<file path="src/rtl/trap_ctrl_pkg.sv">
// Shared constants for the SparrowRV trap sequencer: CSR addresses, mcause codes,
// FSM state encoding and the arbiter result payload.
package trap_ctrl_pkg;

    localparam int unsigned XLEN   = 32;
    localparam int unsigned CSR_AW = 12;
    localparam int unsigned ST_W   = 3;

    localparam logic [CSR_AW-1:0] CSR_MSTATUS = 12'h300;
    localparam logic [CSR_AW-1:0] CSR_MTVEC   = 12'h305;
    localparam logic [CSR_AW-1:0] CSR_MEPC    = 12'h341;
    localparam logic [CSR_AW-1:0] CSR_MCAUSE  = 12'h342;
    localparam logic [CSR_AW-1:0] CSR_MTVAL   = 12'h343;

    localparam logic [XLEN-1:0] MCAUSE_ILLEGAL = 32'd2;
    localparam logic [XLEN-1:0] MCAUSE_EBREAK  = 32'd3;
    localparam logic [XLEN-1:0] MCAUSE_ECALL   = 32'd11;
    localparam logic [XLEN-1:0] MCAUSE_EXT     = 32'h8000_000B;
    localparam logic [XLEN-1:0] MCAUSE_SOFT    = 32'h8000_0003;
    localparam logic [XLEN-1:0] MCAUSE_TMR     = 32'h8000_0007;

    localparam int unsigned MIE_BIT  = 3;
    localparam int unsigned MPIE_BIT = 7;

    localparam logic [ST_W-1:0] ST_IDLE      = 3'd0;
    localparam logic [ST_W-1:0] ST_T_MEPC    = 3'd1;
    localparam logic [ST_W-1:0] ST_T_MCAUSE  = 3'd2;
    localparam logic [ST_W-1:0] ST_T_MTVAL   = 3'd3;
    localparam logic [ST_W-1:0] ST_T_MSTATUS = 3'd4;
    localparam logic [ST_W-1:0] ST_T_JUMP    = 3'd5;
    localparam logic [ST_W-1:0] ST_R_MSTATUS = 3'd6;
    localparam logic [ST_W-1:0] ST_R_JUMP    = 3'd7;

    typedef struct packed {
        logic            valid;
        logic            is_irq;
        logic            is_mret;
        logic [XLEN-1:0] cause;
    } arb_res_t;

endpackage

</file>
<file path="src/rtl/trap_ctrl_if.sv">
// Trap channel between the trap sequencer and the CSR file
// (combinational read, synchronous write).
interface trap_ctrl_if;

    logic                                trap_csr_we_o;
    logic [trap_ctrl_pkg::CSR_AW-1:0]    trap_csr_addr_o;
    logic [trap_ctrl_pkg::XLEN-1:0]      trap_csr_wdata_o;
    logic [trap_ctrl_pkg::XLEN-1:0]      trap_csr_rdata_i;

    modport master (
        output trap_csr_we_o,
        output trap_csr_addr_o,
        output trap_csr_wdata_o,
        input  trap_csr_rdata_i
    );

    modport slave (
        input  trap_csr_we_o,
        input  trap_csr_addr_o,
        input  trap_csr_wdata_o,
        output trap_csr_rdata_i
    );

endinterface

</file>
<file path="src/rtl/trap_ctrl_arb.sv">
// trap_arb: combinational priority encoder for exceptions, mret and masked interrupts.
module trap_arb
    import trap_ctrl_pkg::*;
(
    input  logic     illegal_i,
    input  logic     ecall_i,
    input  logic     ebreak_i,
    input  logic     mret_i,
    input  logic     ex_trap_i,
    input  logic     soft_trap_i,
    input  logic     tcmp_tarp_i,
    input  logic     mie_i,
    output arb_res_t res_c
);

    always_comb begin
        res_c       = '0;
        res_c.valid = 1'b1;
        if (illegal_i) begin
            res_c.cause = MCAUSE_ILLEGAL;
        end else if (ecall_i) begin
            res_c.cause = MCAUSE_ECALL;
        end else if (ebreak_i) begin
            res_c.cause = MCAUSE_EBREAK;
        end else if (mret_i) begin
            res_c.is_mret = 1'b1;
        end else if (mie_i && ex_trap_i) begin
            res_c.is_irq = 1'b1;
            res_c.cause  = MCAUSE_EXT;
        end else if (mie_i && soft_trap_i) begin
            res_c.is_irq = 1'b1;
            res_c.cause  = MCAUSE_SOFT;
        end else if (mie_i && tcmp_tarp_i) begin
            res_c.is_irq = 1'b1;
            res_c.cause  = MCAUSE_TMR;
        end else begin
            res_c.valid = 1'b0;
        end
    end

endmodule

</file>
<file path="src/rtl/trap_ctrl.sv">
// Machine-mode trap entry/exit sequencer driving the CSR trap channel and PC redirect.
// Optional TRAP_VECTORED_EN: vectored interrupt targets when mtvec[1:0]==2'b01.
module trap_ctrl
    import trap_ctrl_pkg::*;
#(
    parameter logic [XLEN-1:0] RESET_PC = 32'h0000_0000
) (
    input  logic             clk,
    input  logic             rst_n,
    input  logic             inst_valid_i,
    input  logic [XLEN-1:0]  inst_pc_i,
    input  logic [XLEN-1:0]  inst_i,
    input  logic             ecall_i,
    input  logic             ebreak_i,
    input  logic             illegal_i,
    input  logic             mret_i,
    input  logic             ex_trap_i,
    input  logic             tcmp_tarp_i,
    input  logic             soft_trap_i,
    input  logic             mstatus_MIE3_i,
    trap_ctrl_if.master      trap_csr,
    output logic             hold_o,
    output logic             jump_o,
    output logic [XLEN-1:0]  jump_addr_o
);

    logic [ST_W-1:0]   state_q, state_d;
    logic [XLEN-1:0]   epc_q, epc_d;
    logic [XLEN-1:0]   cause_q, cause_d;
    logic [XLEN-1:0]   tval_q, tval_d;
    logic              we_q, we_d;
    logic              jump_q, jump_d;
    logic [CSR_AW-1:0] addr_q, addr_d;

    logic [XLEN-1:0]   rdata;
    logic [XLEN-1:0]   wdata_c;
    logic [XLEN-1:0]   jump_addr_c;
    logic [XLEN-1:0]   trap_target_c;
    logic              hold_c;
    logic              accept_c;
    arb_res_t          arb_c;

    assign rdata = trap_csr.trap_csr_rdata_i;

    trap_arb u_arb (
        .illegal_i   (illegal_i),
        .ecall_i     (ecall_i),
        .ebreak_i    (ebreak_i),
        .mret_i      (mret_i),
        .ex_trap_i   (ex_trap_i),
        .soft_trap_i (soft_trap_i),
        .tcmp_tarp_i (tcmp_tarp_i),
        .mie_i       (mstatus_MIE3_i),
        .res_c       (arb_c)
    );

    // Reset gates acceptance so hold_o stays low while rst_n is asserted.
    assign accept_c = rst_n && (state_q == ST_IDLE) && inst_valid_i && arb_c.valid;

    always_comb begin
        trap_target_c = {rdata[XLEN-1:2], 2'b00};
`ifdef TRAP_VECTORED_EN
        if (cause_q[XLEN-1] && (rdata[1:0] == 2'b01)) begin
            trap_target_c = {rdata[XLEN-1:2], 2'b00} + {cause_q[XLEN-3:0], 2'b00};
        end
`endif
    end

    always_ff @(posedge clk or negedge rst_n) begin
        if (!rst_n) begin
            state_q <= ST_IDLE;
            epc_q   <= '0;
            cause_q <= '0;
            tval_q  <= '0;
            we_q    <= 1'b0;
            jump_q  <= 1'b0;
            addr_q  <= '0;
        end else begin
            state_q <= state_d;
            epc_q   <= epc_d;
            cause_q <= cause_d;
            tval_q  <= tval_d;
            we_q    <= we_d;
            jump_q  <= jump_d;
            addr_q  <= addr_d;
        end
    end

    always_comb begin
        state_d     = state_q;
        epc_d       = epc_q;
        cause_d     = cause_q;
        tval_d      = tval_q;
        we_d        = 1'b0;
        jump_d      = 1'b0;
        addr_d      = '0;
        wdata_c     = '0;
        jump_addr_c = RESET_PC;
        hold_c      = (state_q != ST_IDLE);

        case (state_q)
            ST_IDLE: begin
                hold_c = accept_c;
                if (accept_c) begin
                    epc_d   = inst_pc_i;
                    cause_d = arb_c.cause;
                    tval_d  = (!arb_c.is_irq && (arb_c.cause == MCAUSE_ILLEGAL)) ? inst_i : '0;
                    state_d = arb_c.is_mret ? ST_R_MSTATUS : ST_T_MEPC;
                end
            end
            ST_T_MEPC: begin
                wdata_c = epc_q;
                state_d = ST_T_MCAUSE;
            end
            ST_T_MCAUSE: begin
                wdata_c = cause_q;
                state_d = ST_T_MTVAL;
            end
            ST_T_MTVAL: begin
                wdata_c = tval_q;
                state_d = ST_T_MSTATUS;
            end
            ST_T_MSTATUS: begin
                wdata_c           = rdata;
                wdata_c[MPIE_BIT] = rdata[MIE_BIT];
                wdata_c[MIE_BIT]  = 1'b0;
                state_d           = ST_T_JUMP;
            end
            ST_T_JUMP: begin
                jump_addr_c = trap_target_c;
                state_d     = ST_IDLE;
            end
            ST_R_MSTATUS: begin
                wdata_c           = rdata;
                wdata_c[MIE_BIT]  = rdata[MPIE_BIT];
                wdata_c[MPIE_BIT] = 1'b1;
                state_d           = ST_R_JUMP;
            end
            ST_R_JUMP: begin
                jump_addr_c = rdata;
                state_d     = ST_IDLE;
            end
            default: state_d = ST_IDLE;
        endcase

        // Channel controls are registered one state ahead so they line up with state_q.
        case (state_d)
            ST_T_MEPC:    begin we_d = 1'b1; addr_d = CSR_MEPC;    end
            ST_T_MCAUSE:  begin we_d = 1'b1; addr_d = CSR_MCAUSE;  end
            ST_T_MTVAL:   begin we_d = 1'b1; addr_d = CSR_MTVAL;   end
            ST_T_MSTATUS: begin we_d = 1'b1; addr_d = CSR_MSTATUS; end
            ST_T_JUMP:    begin jump_d = 1'b1; addr_d = CSR_MTVEC; end
            ST_R_MSTATUS: begin we_d = 1'b1; addr_d = CSR_MSTATUS; end
            ST_R_JUMP:    begin jump_d = 1'b1; addr_d = CSR_MEPC;  end
            default:      begin we_d = 1'b0; addr_d = '0;          end
        endcase
    end

    assign trap_csr.trap_csr_we_o    = we_q;
    assign trap_csr.trap_csr_addr_o  = addr_q;
    assign trap_csr.trap_csr_wdata_o = wdata_c;
    assign hold_o                    = hold_c;
    assign jump_o                    = jump_q;
    assign jump_addr_o               = jump_addr_c;

endmodule
</file>
<file path="src/flat_wrapper.sv">
// flat-port wrapper written by rule: the top's interface ports become plain ports
module trap_ctrl_flat import trap_ctrl_pkg::*;
#(
    parameter logic [XLEN-1:0] RESET_PC = 32'h0000_0000
)
  (clk, rst_n, inst_valid_i, inst_pc_i, inst_i, ecall_i, ebreak_i, illegal_i, mret_i, ex_trap_i, tcmp_tarp_i, soft_trap_i, mstatus_MIE3_i, hold_o, jump_o, jump_addr_o, trap_csr_trap_csr_we_o, trap_csr_trap_csr_addr_o, trap_csr_trap_csr_wdata_o, trap_csr_trap_csr_rdata_i);
  trap_ctrl_if trap_csr_i ();
  input  logic clk;
  input  logic rst_n;
  input  logic inst_valid_i;
  input  logic [XLEN-1:0] inst_pc_i;
  input  logic [XLEN-1:0] inst_i;
  input  logic ecall_i;
  input  logic ebreak_i;
  input  logic illegal_i;
  input  logic mret_i;
  input  logic ex_trap_i;
  input  logic tcmp_tarp_i;
  input  logic soft_trap_i;
  input  logic mstatus_MIE3_i;
  output logic hold_o;
  output logic jump_o;
  output logic [XLEN-1:0] jump_addr_o;
  output wire logic [$bits(trap_csr_i.trap_csr_we_o)-1:0] trap_csr_trap_csr_we_o;
  output wire logic [$bits(trap_csr_i.trap_csr_addr_o)-1:0] trap_csr_trap_csr_addr_o;
  output wire logic [$bits(trap_csr_i.trap_csr_wdata_o)-1:0] trap_csr_trap_csr_wdata_o;
  input wire logic [$bits(trap_csr_i.trap_csr_rdata_i)-1:0] trap_csr_trap_csr_rdata_i;
  assign trap_csr_trap_csr_we_o = trap_csr_i.trap_csr_we_o;
  assign trap_csr_trap_csr_addr_o = trap_csr_i.trap_csr_addr_o;
  assign trap_csr_trap_csr_wdata_o = trap_csr_i.trap_csr_wdata_o;
  assign trap_csr_i.trap_csr_rdata_i = trap_csr_trap_csr_rdata_i;
  trap_ctrl #(.RESET_PC(RESET_PC)) u_core (.clk(clk), .rst_n(rst_n), .inst_valid_i(inst_valid_i), .inst_pc_i(inst_pc_i), .inst_i(inst_i), .ecall_i(ecall_i), .ebreak_i(ebreak_i), .illegal_i(illegal_i), .mret_i(mret_i), .ex_trap_i(ex_trap_i), .tcmp_tarp_i(tcmp_tarp_i), .soft_trap_i(soft_trap_i), .mstatus_MIE3_i(mstatus_MIE3_i), .trap_csr(trap_csr_i), .hold_o(hold_o), .jump_o(jump_o), .jump_addr_o(jump_addr_o));
endmodule
</file>
<file path="config.mk">
export PLATFORM = sky130hd
export DESIGN_NAME = trap_ctrl_flat
export DESIGN_NICKNAME = d
export VERILOG_FILES = /design/src/rtl/trap_ctrl_pkg.sv /design/src/rtl/trap_ctrl_if.sv /design/src/rtl/trap_ctrl_arb.sv /design/src/rtl/trap_ctrl.sv /design/src/flat_wrapper.sv
export SDC_FILE = /design/constraint.sdc
export NUM_CORES = 1
export LEC_CHECK = 0
export CORE_ASPECT_RATIO = 1.75
export CORE_MARGIN = 3
export CORE_UTILIZATION = 45
export DETAILED_ROUTE_END_ITERATION = 16
export DONT_BUFFER_PORTS = 1
export GPL_ROUTABILITY_DRIVEN = 0
export HOLD_SLACK_MARGIN = 0.02
export PLACE_DENSITY_LB_ADDON = 0.05
export SYNTH_ARGS = -nofsm -noshare
export SYNTH_HDL_FRONTEND = slang
export SYNTH_SLANG_ARGS = --single-unit
</file>
<file path="constraint.sdc">
create_clock -name clk -period 2.58 [get_ports clk]
set_clock_uncertainty 0.05 [all_clocks]
set_input_delay 0.645 -clock clk [delete_from_list [all_inputs] [get_ports clk]]
set_output_delay 0.645 -clock clk [all_outputs]
set_load 0.05 [all_outputs]
</file>
## Word level (Yosys, flattened, before mapping)

Index checks and enable logic that the tools add are counted.

- $add $sub $neg: 0
- $mul: 0
- Div/mod/pow operators: 0
- Magnitude comparators: 0
- Eq/ne operators: 15
- Shift operators: 0
- Multiplexer cells: 25
- Bitwise gates (word level): 0
- Reduce and logical (&&, ||, !) cells: 16

Operators with widths:

| kind | count |
|---|---|
| $mux 32 | 8 |
| $pmux 32 s5 | 1 |
| $pmux 32 s2 | 1 |
| $pmux 10 s5 | 1 |
| $eq 32x2->1 const B | 1 |
| $eq 3x3->1 const B | 8 |
| $pmux 3 s7 | 1 |
| $mux 3 | 5 |
| $eq 3x2->1 const B | 4 |
| $reduce_or 2->1 | 4 |
| $logic_and 1x1->1 | 7 |
| $mux 1 | 7 |
| $eq 3x1->1 const B | 2 |
| $reduce_or 5->1 | 1 |
| $logic_not 3->1 | 1 |
| $reduce_bool 3->1 | 1 |
| $mux 2 | 1 |
| $reduce_and 2->1 | 1 |
| $logic_not 1->1 | 1 |

- Bits in registers: 111
- Latch bits: 0
- Memory bits (writable): 0
- Bits in read-only memories: 0
- Input port bits: 107
- Output and inout port bits: 79
- Logic and storage cells: 63
- Memories: 0

## Longest topological paths before layout

Gate-level depths: netlist (run 1).

- Depth after elaboration: 14
- Gate-level depth with buffers: 8
- Gate-level depth less buffers: 4

## Hierarchy

From an unflattened synthesis (run 1), not the netlist that was laid out.

- Cells, all modules: 463
- Area total of the unflattened synthesis: 5338.9 um^2

Modules (own cells, without submodules):

| module | instances | cells an instance | area each (um^2) | sequential area each (um^2) |
|---|---|---|---|---|
| trap_ctrl | 1 | 418 | 5013.6 | 2652.5 |
| trap_arb | 1 | 45 | 325.3 | 0.0 |

## Worst setup path before layout (run 1)

Ideal clock, no wire load.

- Kind: reg-to-output
- Start: register u_core.state_q[1]
- End: output port trap_csr_trap_csr_wdata_o[28]
- Arrival time: 2.126 ns
- Setup slack: -0.241 ns
- Cell stages (with the launch flop): 5
- Path buffers: 2
- Cells stage by stage: dfrtp_1 > buf_2 > buf_1 > mux2i_1 > o21ai_0

- Word-level cells in the longest chain between the ends: 2
- Elaborated cells on any way between the ends: 6

RTL lines:

| item | RTL line | RTL |
|---|---|---|
| from (decl) | trap_ctrl.sv:27 | `logic [ST_W-1:0] state_q, state_d;` |
| from (signal assigned) | trap_ctrl.sv:79 | `state_q <= state_d;` |
| $eq 3x3->1 (tied with other cells) | trap_ctrl.sv:101 | `case (state_q)` |
| $pmux 32 s5 (*) | trap_ctrl.sv:101 |  |
| to (decl) | flat_wrapper.sv:26 | `output wire logic [$bits(trap_csr_i.trap_csr_wdata_o)-1:0] trap_csr_trap_csr_wdata_o;` |

Mark *: on every way between the ends. The rest lies on a longest branch, timed or not.

## Worst setup path in the final report (run 1)

- Start: register u_core.state_q[0]
- End: output port trap_csr_trap_csr_wdata_o[3]

The elaborated chain is that of the path after synthesis.

==> results of run 1 <==
-- cell families (layout without fill, tap and decap cells) --
group	after synthesis	after routing	synth area share, %
other cells	1	6	0.0935
buf+inv	43	102	6.21
mux	64	64	17.0
simple gates	98	98	12.5
flops	79	79	49.3
xor+xnor	1	1	0.218
compound gates	88	88	14.7
-- per-stage QoR --
| step | total power (uW) | cell area (sq um) | setup TNS, ns | hold slack, ns |
|---|---|---|---|---|
| after detailed placement | 6870 | 5030 | 0 | 0.302 |
| final | 8170 | 5400 | 0 | 0.158 |
| after floorplan | 5310 | 4030 | -1.93 | 0.299 |
| after global routing | 8590 | 5400 | 0 | 0.175 |
| after global placement | 6780 | 5030 | 0 | 0.302 |
| after CTS | 8210 | 5370 | 0 | 0.171 |
-- layout by cell type, fill, tap and decap left out, drive strengths merged, types with 2 or more instances in the layout --
cell type | Yosys | routed
nor2 | 13 | 13
a21oi | 10 | 10
buf | 22 | 82
and3 | 33 | 33
nand2b | 2 | 2
nor3 | 3 | 3
conb | 1 | 6
inv | 4 | 4
and2 | 3 | 3
mux2i | 31 | 31
a22o | 32 | 32
clkbuf | 17 | 14
nor2b | 5 | 5
o21ai | 40 | 40
dfrtp | 79 | 79
mux2 | 33 | 33
nand2 | 35 | 35
-- state kept, by name (all words and copies together), names as in the netlist --
name / flops
u_core.trap_csr.trap_csr_addr_o: 5
u_core.state_q: 3
u_core.cause_q: 5
u_core.trap_csr.trap_csr_we_o: 1
u_core.epc_q: 32
u_core.jump_o: 1
u_core.tval_q: 32
-- power by group through the flow --
stage	Clock, uW	Combinational, uW	Sequential (uW)
finish	1300	4530	2340
global route	1380	4790	2420
CTS	1320	4540	2340
detailed placement	0	4500	2360
global placement	0	4450	2330
floorplan	0	3070	2250
-- worst max path at each step --
| stage | startpoint | to | slack (ns) |
|---|---|---|---|
| 3_5_place_dp | tcmp_tarp_i | hold_o | 0.28 |
| 2_1_floorplan | u_core.state_q[1] | trap_csr_trap_csr_wdata_o[16] | -0.16 |
| 4_1_cts | u_core.state_q[0] | trap_csr_trap_csr_wdata_o[22] | 0.02 |
| 5_1_grt | u_core.state_q[0] | trap_csr_trap_csr_wdata_o[3] | 0.01 |
| 3_3_place_gp | tcmp_tarp_i | hold_o | 0.29 |
| 6_report | u_core.state_q[0] | trap_csr_trap_csr_wdata_o[3] | 0.11 |
-- metal layers --
layer  vias to the layer above  wire length, microns  global-route usage (%)
li1                       1437                     -                       -
met1                      1513                  4170                    23.3
met2                       108                  6210                    40.1
met3                        16                   651                    6.24
met4                         0                   211                    8.18
met5                         -                     0                       0
-- repair_timing --
item	in CTS	in global routing
endpoints found under the hold margin	79	0
hold buffers	1	0
gates resized for setup	0	5
buffers inserted	0	1
endpoints found under the setup margin	0	33
-- layout make-up --
| class | instances | share of cell area, % |
|---|---|---|
| clock inverter | 2 | 0.696 |
| tap | 117 | 2.71 |
| clock buffer | 14 | 5.08 |
| sequential | 79 | 36.7 |
| multi-input combinational | 257 | 33.5 |
| inverter | 4 | 0.278 |
| timing repair buffer | 82 | 21.0 |
==> metrics.md, run 1 <==
| Metric | Value |
|---|---|
| FF+latch area | approximately 0.0020 sq mm |
| Critical Path, Cell by Cell | buf_4, nor2b_2, buf_4, a21oi_1, o21ai_1, buf_12 |
| H-tree depth | 3 |
| Non-Filler Instances | 555 |
| Type of destination of the critical path | output port |
| Area grow syn2layout | 34.5% |
| Vias | roughly 3,100 |
| Yosys cell types | 33 |
| Die width | approximately 77 microns |
| Commonest cells post-synth | 79 x dfrtp_1, 39 x o21ai_0, 35 x nand2_1, 33 x and3_1, 33 x mux2_2 |
| Post-layout util | about 62% |
| N_diodes | 0 |
| Sequential fraction of the synthesis area | 49.3% |
| Detailed-route wire length | ~11,000 microns |
| Multi-input logic area | about 0.0018 sq mm |
| Clock buffer count from CTS | 9 |
| CP Launch Type | flip-flop |
| Worst r2r src | u_core.state_q[1] |
| Post-route ant nets | 0 |
| Final #Nets | 540 |
| Crit Path Category | flip-flop to output port |
| Clock Path Buffers | 2 |
| Final worst path period share | a little over nine tenths |
| FF-to-FF End | u_core.epc_q[19] |
| Critical Path AT | 1.77 ns |
| Hold Path Class | input port to async pin |
| Vias in the first global route | between 3,000 and 4,000 |
| Die area | 0.0101 sq mm |
| Net Switching | 3650 uW |
| Remaining DRCs | 0 |
| Clk sinks | a little under 80 |
| Dpl hpwl | 8370 microns |
| Seq cells post-synth | 79 |
| Initial antenna violation count | 0 |
| First-pass GRT wire length | 16,700 microns |
| Most common cell in the synthesized netlist | dfrtp_1 |
| Post-synth EDFFs | 0 |
| Placement-stage worst setup slack | roughly 0.28 ns |
| Minimum clock period | between 2 and 2.5 ns |
| Final hold viol count | 0 |
| Count of input and output buffers | 0 |
| RSZ-0062 raised after global routing | false |
| Worst EP required | between 1.5 and 2 ns |
| PwrDens | 1510 mW/mm^2 |
| Core area | about 0.0087 sq mm |
| Initial core utilization | 46.3% |
| Top-area cell type share of the netlist area | 49.3% |
| Wirelength per Cell | 20.3 microns |
| Clock Power Share | 15.9% |
| Reg power frac | between 20 and 30% |
| Die height | around 130 microns |
| Fraction of registers with async set/reset | 100% |
| Largest net degree at the start of global routing | 80 |
| # setup viols final | 0 |
| Synthesized area | ~0.004 sq mm |
| CTS root buffer | clkbuf_16 |
| VDD IR max | roughly 0.84 mV |
| Status | complete, no violations |
| Logic pwr share | between 50% and 60% |
| Register clock-pin slew on the reported worst setup and hold paths | 0.06 ns |
| Slowest stage delay, CP | approximately 0.43 ns |
| Initial DRC count | 178 |
| GRT Util Overall | ~22% |
| Overflow after GRT | 0 |
| I/O pin count | about 190 |
| Worst path slowest cell | dfrtp_2 |
| Vias/cell | 5.54 |
| Critical Path Most Common Cell | buf_4 |
| Critical path peak fanout | 14 |
| Switching share of power | between 40% and 50% |
| Max Fclk | a little over 0.4 GHz |
| Row count | 45 |
| Max-Cap Viols | 0 |
| Final setup margin | ~0.11 ns |
| R2R cell count | 5 |
| Static leakage | about 0.0026 uW |
| Largest area contributor in the netlist | dfrtp_1 |
| Largest delay share family, worst path | buffers and inverters |
| Max Slew Vio Count | 0 |
| Mean Syn Cell Area | between 10 and 15 sq um |
| Flop2flop setup slack | 0.70 ns |
| Main synth FF type | dfrtp_1 |
| Critical path depth | 6 |
| DP Cell Count | roughly 540 |
| Pint | around 4500 uW |
| Router iterations before antenna repair | 4 |
| Yosys warning count | 0 |
| Synth area leaders | dfrtp_1 49%, mux2_2 9.3%, mux2i_1 7.7% |
| CTS tree | yes |
| CP bufs+invs | 3 |
| Layout cells sized above 1 | a little under a third |
| Synthesized instance count | about 370 |
| Clock Latency Late Sink | 0.33 ns |
| # fillers | 730 |
Power figures use the tool's default switching activity.
==> run 2, diff against run 1 <==
--- a/config.mk
+++ b/config.mk
@@ -12,7 +12,8 @@
 export DONT_BUFFER_PORTS = 1
 export GPL_ROUTABILITY_DRIVEN = 0
 export HOLD_SLACK_MARGIN = 0.02
-export PLACE_DENSITY_LB_ADDON = 0.05
+export PLACE_DENSITY = 0.68
+export SKIP_LAST_GASP = 1
 export SYNTH_ARGS = -nofsm -noshare
 export SYNTH_HDL_FRONTEND = slang
 export SYNTH_SLANG_ARGS = --single-unit
==> metrics.md, run 2 (synthesized netlist as in run 1, its figures left out) <==
| Metric | Value |
|---|---|
| Status | complete, no violations |
| Critical Path, Cell by Cell | nor3_4, and3_2, o21ai_4, nand2_1, buf_4 |
| Register clock-pin slew on the reported worst setup and hold paths | 0.06 ns (about the same) |
| Crit Path Category | flip-flop to output port |
| Minimum clock period | 2.48 ns (+0.0161 ns) |
| Slowest stage delay, CP | 0.50 ns (+0.07 ns) |
| Initial DRC count | 90 (-49%) |
| Count of input and output buffers | 0 (unchanged) |
| RSZ-0062 raised after global routing | false |
| Initial antenna violation count | 0 (unchanged) |
| Row count | 45 (unchanged) |
| Detailed-route wire length | 11,200 microns (-0.14%) |
| Type of destination of the critical path | output port |
| Rel. slew slack | 66.5% |
| Worst EP required | 1.88 ns (about the same) |
| Clk sinks | 79 (unchanged) |
| N_diodes | 0 (unchanged) |
| Critical path peak fanout | 11 (-3) |
| Max-Cap Viols | 0 (unchanged) |
| Critical Path AT | 1.79 ns (+0.02 ns) |
| VDD IR max | 0.750 mV (-11%) |
| Largest net degree at the start of global routing | 80 (unchanged) |
| Hold Path Class | input port to async pin |
| Final worst path period share | 96.3% (+0.63 points) |
| CTS tree | yes |
| Wirelength per Cell | 20.2 microns (-0.14%) |
| Layout cells sized above 1 | 31.1% (+0.23 points) |
| Most common cell after layout, fill and taps aside | dfrtp_1 |
| Commonest non-fill, non-tap cells in the layout | 77 x dfrtp_1, 42 x buf_4, 39 x buf_12 |
| Initial core utilization | 46.3% (unchanged) |
| Overflow after GRT | 0 (unchanged) |
| Max Slew Vio Count | 0 (unchanged) |
| Vias/cell | 5.71 (+3.1%) |
| Final Power | 8240 uW (+0.79%) |
| CTS root buffer | clkbuf_16 |
| GRT Util Overall | 21.9% (+0.15 points) |
| H-tree depth | 3 (unchanged) |
| Final hold viol count | 0 (unchanged) |
| Die width | 77.4 microns (unchanged) |
| Core area | 0.00867 sq mm (unchanged) |
| # setup viols final | 0 (unchanged) |
| FF+latch area | 0.00198 sq mm (unchanged) |
| Setup_tns | 0 ns (unchanged) |
| Placed cell area | 0.00504 sq mm (+0.15%) |
| Vias in the first global route | 3,353 (+6.0%) |
| Router iterations before antenna repair | 4 (unchanged) |
| Setup repair bufs after CTS | 0 (unchanged) |
| Area grow syn2layout | 34.6% (about the same) |
| PwrDens | 1530 mW/mm^2 (+0.70%) |
| Largest delay share family, worst path | simple AND/OR/NAND/NOR gates |
| Clock buffer count from CTS | 9 (unchanged) |
| Fin area | 0.00540 sq mm (about the same) |
| Worst path slowest cell | dfrtp_2 |
| Static leakage | 0.00256 uW (+0.33%) |
| Top flop regs | u_core.epc_q: 32 flops, u_core.tval_q: 32 flops |
| Post-route ant nets | 0 (unchanged) |
| Dpl hpwl | 8330 microns (-0.44%) |
| First-pass GRT wire length | 16,900 microns (+1.4%) |
| Measured slew at the worst slew-check pin | just over 0.5 ns |
| Die height | 131 microns (unchanged) |
| Die area | 0.0101 sq mm (unchanged) |
| Final #Nets | 540 (unchanged) |
| CP Launch Type | flip-flop |
| I/O pin count | 186 (unchanged) |
| Multi-input logic area | 0.00181 sq mm (+0.14%) |
| CP bufs+invs | 1 (-2) |
| # fillers | 714 (-2.2%) |
| Hold WS | 0.150 ns (-0.00868 ns) |
| Remaining DRCs | 0 (unchanged) |
| Max Fclk | 0.402 GHz (-0.65%) |
| DP Cell Count | 538 (+0.19%) |
| Non-Filler Instances | 555 (unchanged) |
| Vias | 3,169 (+3.1%) |
| Clock Latency Late Sink | 0.33 ns (about the same) |
| Clock Path Buffers | 2 (unchanged) |
## run 2: changes by cell type in the layout (fill, tap and decap cells not counted), sizes merged
cell,change
bufinv,+1
clkbuf,-1
clkinv,+1
clkinvlp,-1
## run 2: where the power goes
group          leakage, uW  internal (uW)  switching [uW]
logic              0.00142           1840            2660
clock network     0.000160            898             459
registers         0.000986           1840             533
## run 2: layout make-up
class / count / share of cell area (%)
clock inverters: 3 / 1.20
multi-input cells: 257 / 33.5
inverters: 4 / 0.278
flip-flops and latches: 79 / 36.7
well taps: 117 / 2.71
repair buffers: 82 / 20.8
clock buffers: 13 / 4.82
## run 2: stage by stage
stage	utilization [%]	setup slack (ns)
2_1_floorplan	-	-0.161
3_3_place_gp	58.2	0.314
3_5_place_dp	58.2	0.288
4_1_cts	62.2	0.0306
5_1_grt	62.3	0.000825
6_report	62.3	0.0954
## run 2: metal layers
metal  up-vias  track usage [%]  share of wire, %
li1       1439                -                 -
met1      1562             21.8                34
met2       133             39.5                55
met3        35             4.94               5.5
met4         0             16.1               5.5
met5         -                0                 0
## run 2: what timing repair did
item | CTS | global route
endpoints found under the setup margin | 1 | 6
hold buffers | 1 | 0
gates resized for setup | 1 | 2
hold endpoints to repair | 79 | 0
## run 2: worst paths after layout
check,slack [ns],to,depth (start not counted),from
max,0.1,hold_o,5,u_core.state_q[1]
max in group asynchronous,1.99,u_core.state_q[0],1,rst_n
min reg2reg,0.45,u_core.epc_q[9],1,u_core.epc_q[9]
min in group clk,0.39,u_core.tval_q[21],1,inst_i[21]
min,0.15,u_core.epc_q[15],1,rst_n
max reg2reg,0.64,u_core.tval_q[15],5,u_core.state_q[1]
==> run 3, diff against run 2 <==
--- a/config.mk
+++ b/config.mk
@@ -14,6 +14,7 @@
 export HOLD_SLACK_MARGIN = 0.02
 export PLACE_DENSITY = 0.68
 export SKIP_LAST_GASP = 1
+export SLEW_MARGIN = 20
 export SYNTH_ARGS = -nofsm -noshare
 export SYNTH_HDL_FRONTEND = slang
 export SYNTH_SLANG_ARGS = --single-unit
==> constraint.sdc (replaced) <==
create_clock -name clk -period 2.7 [get_ports clk]
set_clock_uncertainty 0.05 [all_clocks]
set_input_delay 0.675 -clock clk [delete_from_list [all_inputs] [get_ports clk]]
set_output_delay 0.675 -clock clk [all_outputs]
set_load 0.05 [all_outputs]
==> metrics.md, run 3 (synthesized netlist as in run 1, its figures left out) <==
| Metric | Value |
|---|---|
| Measured slew at the worst slew-check pin | 0.732 ns (+0.230 ns) |
| Area grow syn2layout | 34.2% |
| Worst r2r src | u_core.state_q[0] |
| First-pass GRT wire length | 16,900 microns (+0.12%) |
| Rel. slew slack | 51.2% (-15 points) |
| Vias/cell | 5.63 (-1.4%) |
| Remaining DRCs | 0 (unchanged) |
| Count of input and output buffers | 0 (unchanged) |
| Overflow after GRT | 0 (unchanged) |
| Max Slew Vio Count | 0 (unchanged) |
| Clock Latency Late Sink | 0.34 ns (about the same) |
| Detailed-route wire length | 11,200 microns (+0.21%) |
| Setup_tns | 0 ns (unchanged) |
| PwrDens | 1460 mW/mm^2 (-4.3%) |
| CTS root buffer | clkbuf_16 |
| Static leakage | 0.00256 uW (-0.24%) |
| Flop2flop setup slack | 0.43 ns (-0.21 ns) |
| Dpl hpwl | 8410 microns (+1.0%) |
| Core area | 0.00867 sq mm (unchanged) |
| Clock Path Buffers | 2 (unchanged) |
| Critical path peak fanout | 16 (+5) |
| Die area | 0.0101 sq mm (unchanged) |
| Minimum clock period | 2.58 ns |
| R2R cell count | 5 (unchanged) |
| RSZ-0062 raised after global routing | false |
| Initial core utilization | 46.3% (unchanged) |
| Critical Path AT | 1.86 ns (+0.07 ns) |
| Post-layout util | 62.1% (-0.19 points) |
| Row count | 45 (unchanged) |
| FF-to-FF End | u_core.tval_q[7] |
| Status | complete, no violations |
| Crit Path Category | flip-flop to output port |
| # setup viols final | 0 (unchanged) |
| Vias in the first global route | 3,297 (-1.7%) |
| Clk sinks | 79 (unchanged) |
| Die width | 77.4 microns (unchanged) |
| Clock buffer count from CTS | 9 (unchanged) |
| Register clock-pin slew on the reported worst setup and hold paths | 0.05 ns (about the same) |
| Commonest non-fill, non-tap cells in the layout | 78 x dfrtp_1, 42 x buf_4, 37 x buf_12 |
| Type of destination of the critical path | output port |
| I/O pin count | 186 (unchanged) |
| N_diodes | 0 (unchanged) |
| Final worst path period share | roughly 96% |
| Router iterations before antenna repair | 4 (unchanged) |
| VDD IR max | 0.912 mV (+22%) |
| Final Power | 7860 uW (-4.6%) |
| CP Launch Type | flip-flop |
| Initial DRC count | 111 (+23%) |
| Max-Cap Viols | 0 (unchanged) |
| Most common cell after layout, fill and taps aside | dfrtp_1 |
| Setup repair bufs after CTS | 0 (unchanged) |
| GRT Util Overall | 21.9% (+0.060 points) |
| Max Fclk | 0.387 GHz |
| Layout cells sized above 1 | 30.3% (-0.77 points) |
| Die height | 131 microns (unchanged) |
| Final hold viol count | 0 (unchanged) |
| H-tree depth | 3 (unchanged) |
| Wirelength per Cell | 20.3 microns (+0.58%) |
| Worst EP required | 1.98 ns (+0.10 ns) |
| Final #Nets | 539 (-0.19%) |
| Hold Path Class | input port to async pin |
| CTS tree | yes |
| Largest net degree at the start of global routing | 80 (unchanged) |
| Post-route ant nets | 0 (unchanged) |
| Initial antenna violation count | 0 (unchanged) |
| Top flop regs | u_core.epc_q: 32 flops, u_core.tval_q: 32 flops |
| Vias | 3,112 (-1.8%) |
## run 3: metal layers
metal	share of wire, %	GRT usage (%)	up-vias
met2	57	41.2	113
met4	3.1	10.6	0
li1	-	-	1435
met1	35	23.0	1540
met5	0	0	-
met3	4.9	4.66	24
## run 3: area by class of cell
type	count	area, sq um
Multi-Input combinational cell	257	1810
Sequential cell	79	1980
Clock buffer	11	243
Inverter	4	15.0
Tap cell	117	146
Timing Repair Buffer	81	1090
Clock inverter	4	95.1
Fill cell	707	3290
## run 3: worst max path at each step
stage                 startpoint                            end  slack, ns  cells past startpoint
6_report       u_core.state_q[0]   trap_csr_trap_csr_wdata_o[7]       0.12                      7
2_1_floorplan  u_core.state_q[1]  trap_csr_trap_csr_wdata_o[16]      -0.07                      4
4_1_cts        u_core.state_q[0]   trap_csr_trap_csr_wdata_o[7]       0.05                      7
5_1_grt        u_core.state_q[0]   trap_csr_trap_csr_wdata_o[7]       0.02                      7
3_3_place_gp         tcmp_tarp_i                         hold_o       0.41                      5
3_5_place_dp   u_core.state_q[2]  trap_csr_trap_csr_wdata_o[22]       0.37                      5
## run 3: through the flow
stage	area (sq um)	worst slack, ns	hold slack, ns	std cells
after detailed placement	5010	0.367	0.331	537
after CTS	5380	0.0453	0.197	553
after global placement	5010	0.409	0.331	537
after floorplan	4030	-0.0707	0.329	379
final	5380	0.116	0.180	553
after global routing	5380	0.0227	0.206	553
## run 3: power breakdown
group	switching (uW)	internal [uW]	leakage, uW
clock network	444	921	0.000166
logic	2550	1700	0.00141
registers	491	1760	0.000987
## run 3: timing repair
action,in CTS,in global routing
setup endpoints to repair,1,3
resized for setup,1,1
hold endpoints to repair,79,0
hold buffers,1,0
## run 3: worst max-delay path, cell delays in order, from the launching register on
cell and delay (ns):
dfrtp_1 0.49, buf_6 0.22, nand2b_1 0.08, buf_4 0.19
nor2_1 0.14, a22oi_1 0.08, o21ai_1 0.15, buf_12 0.17
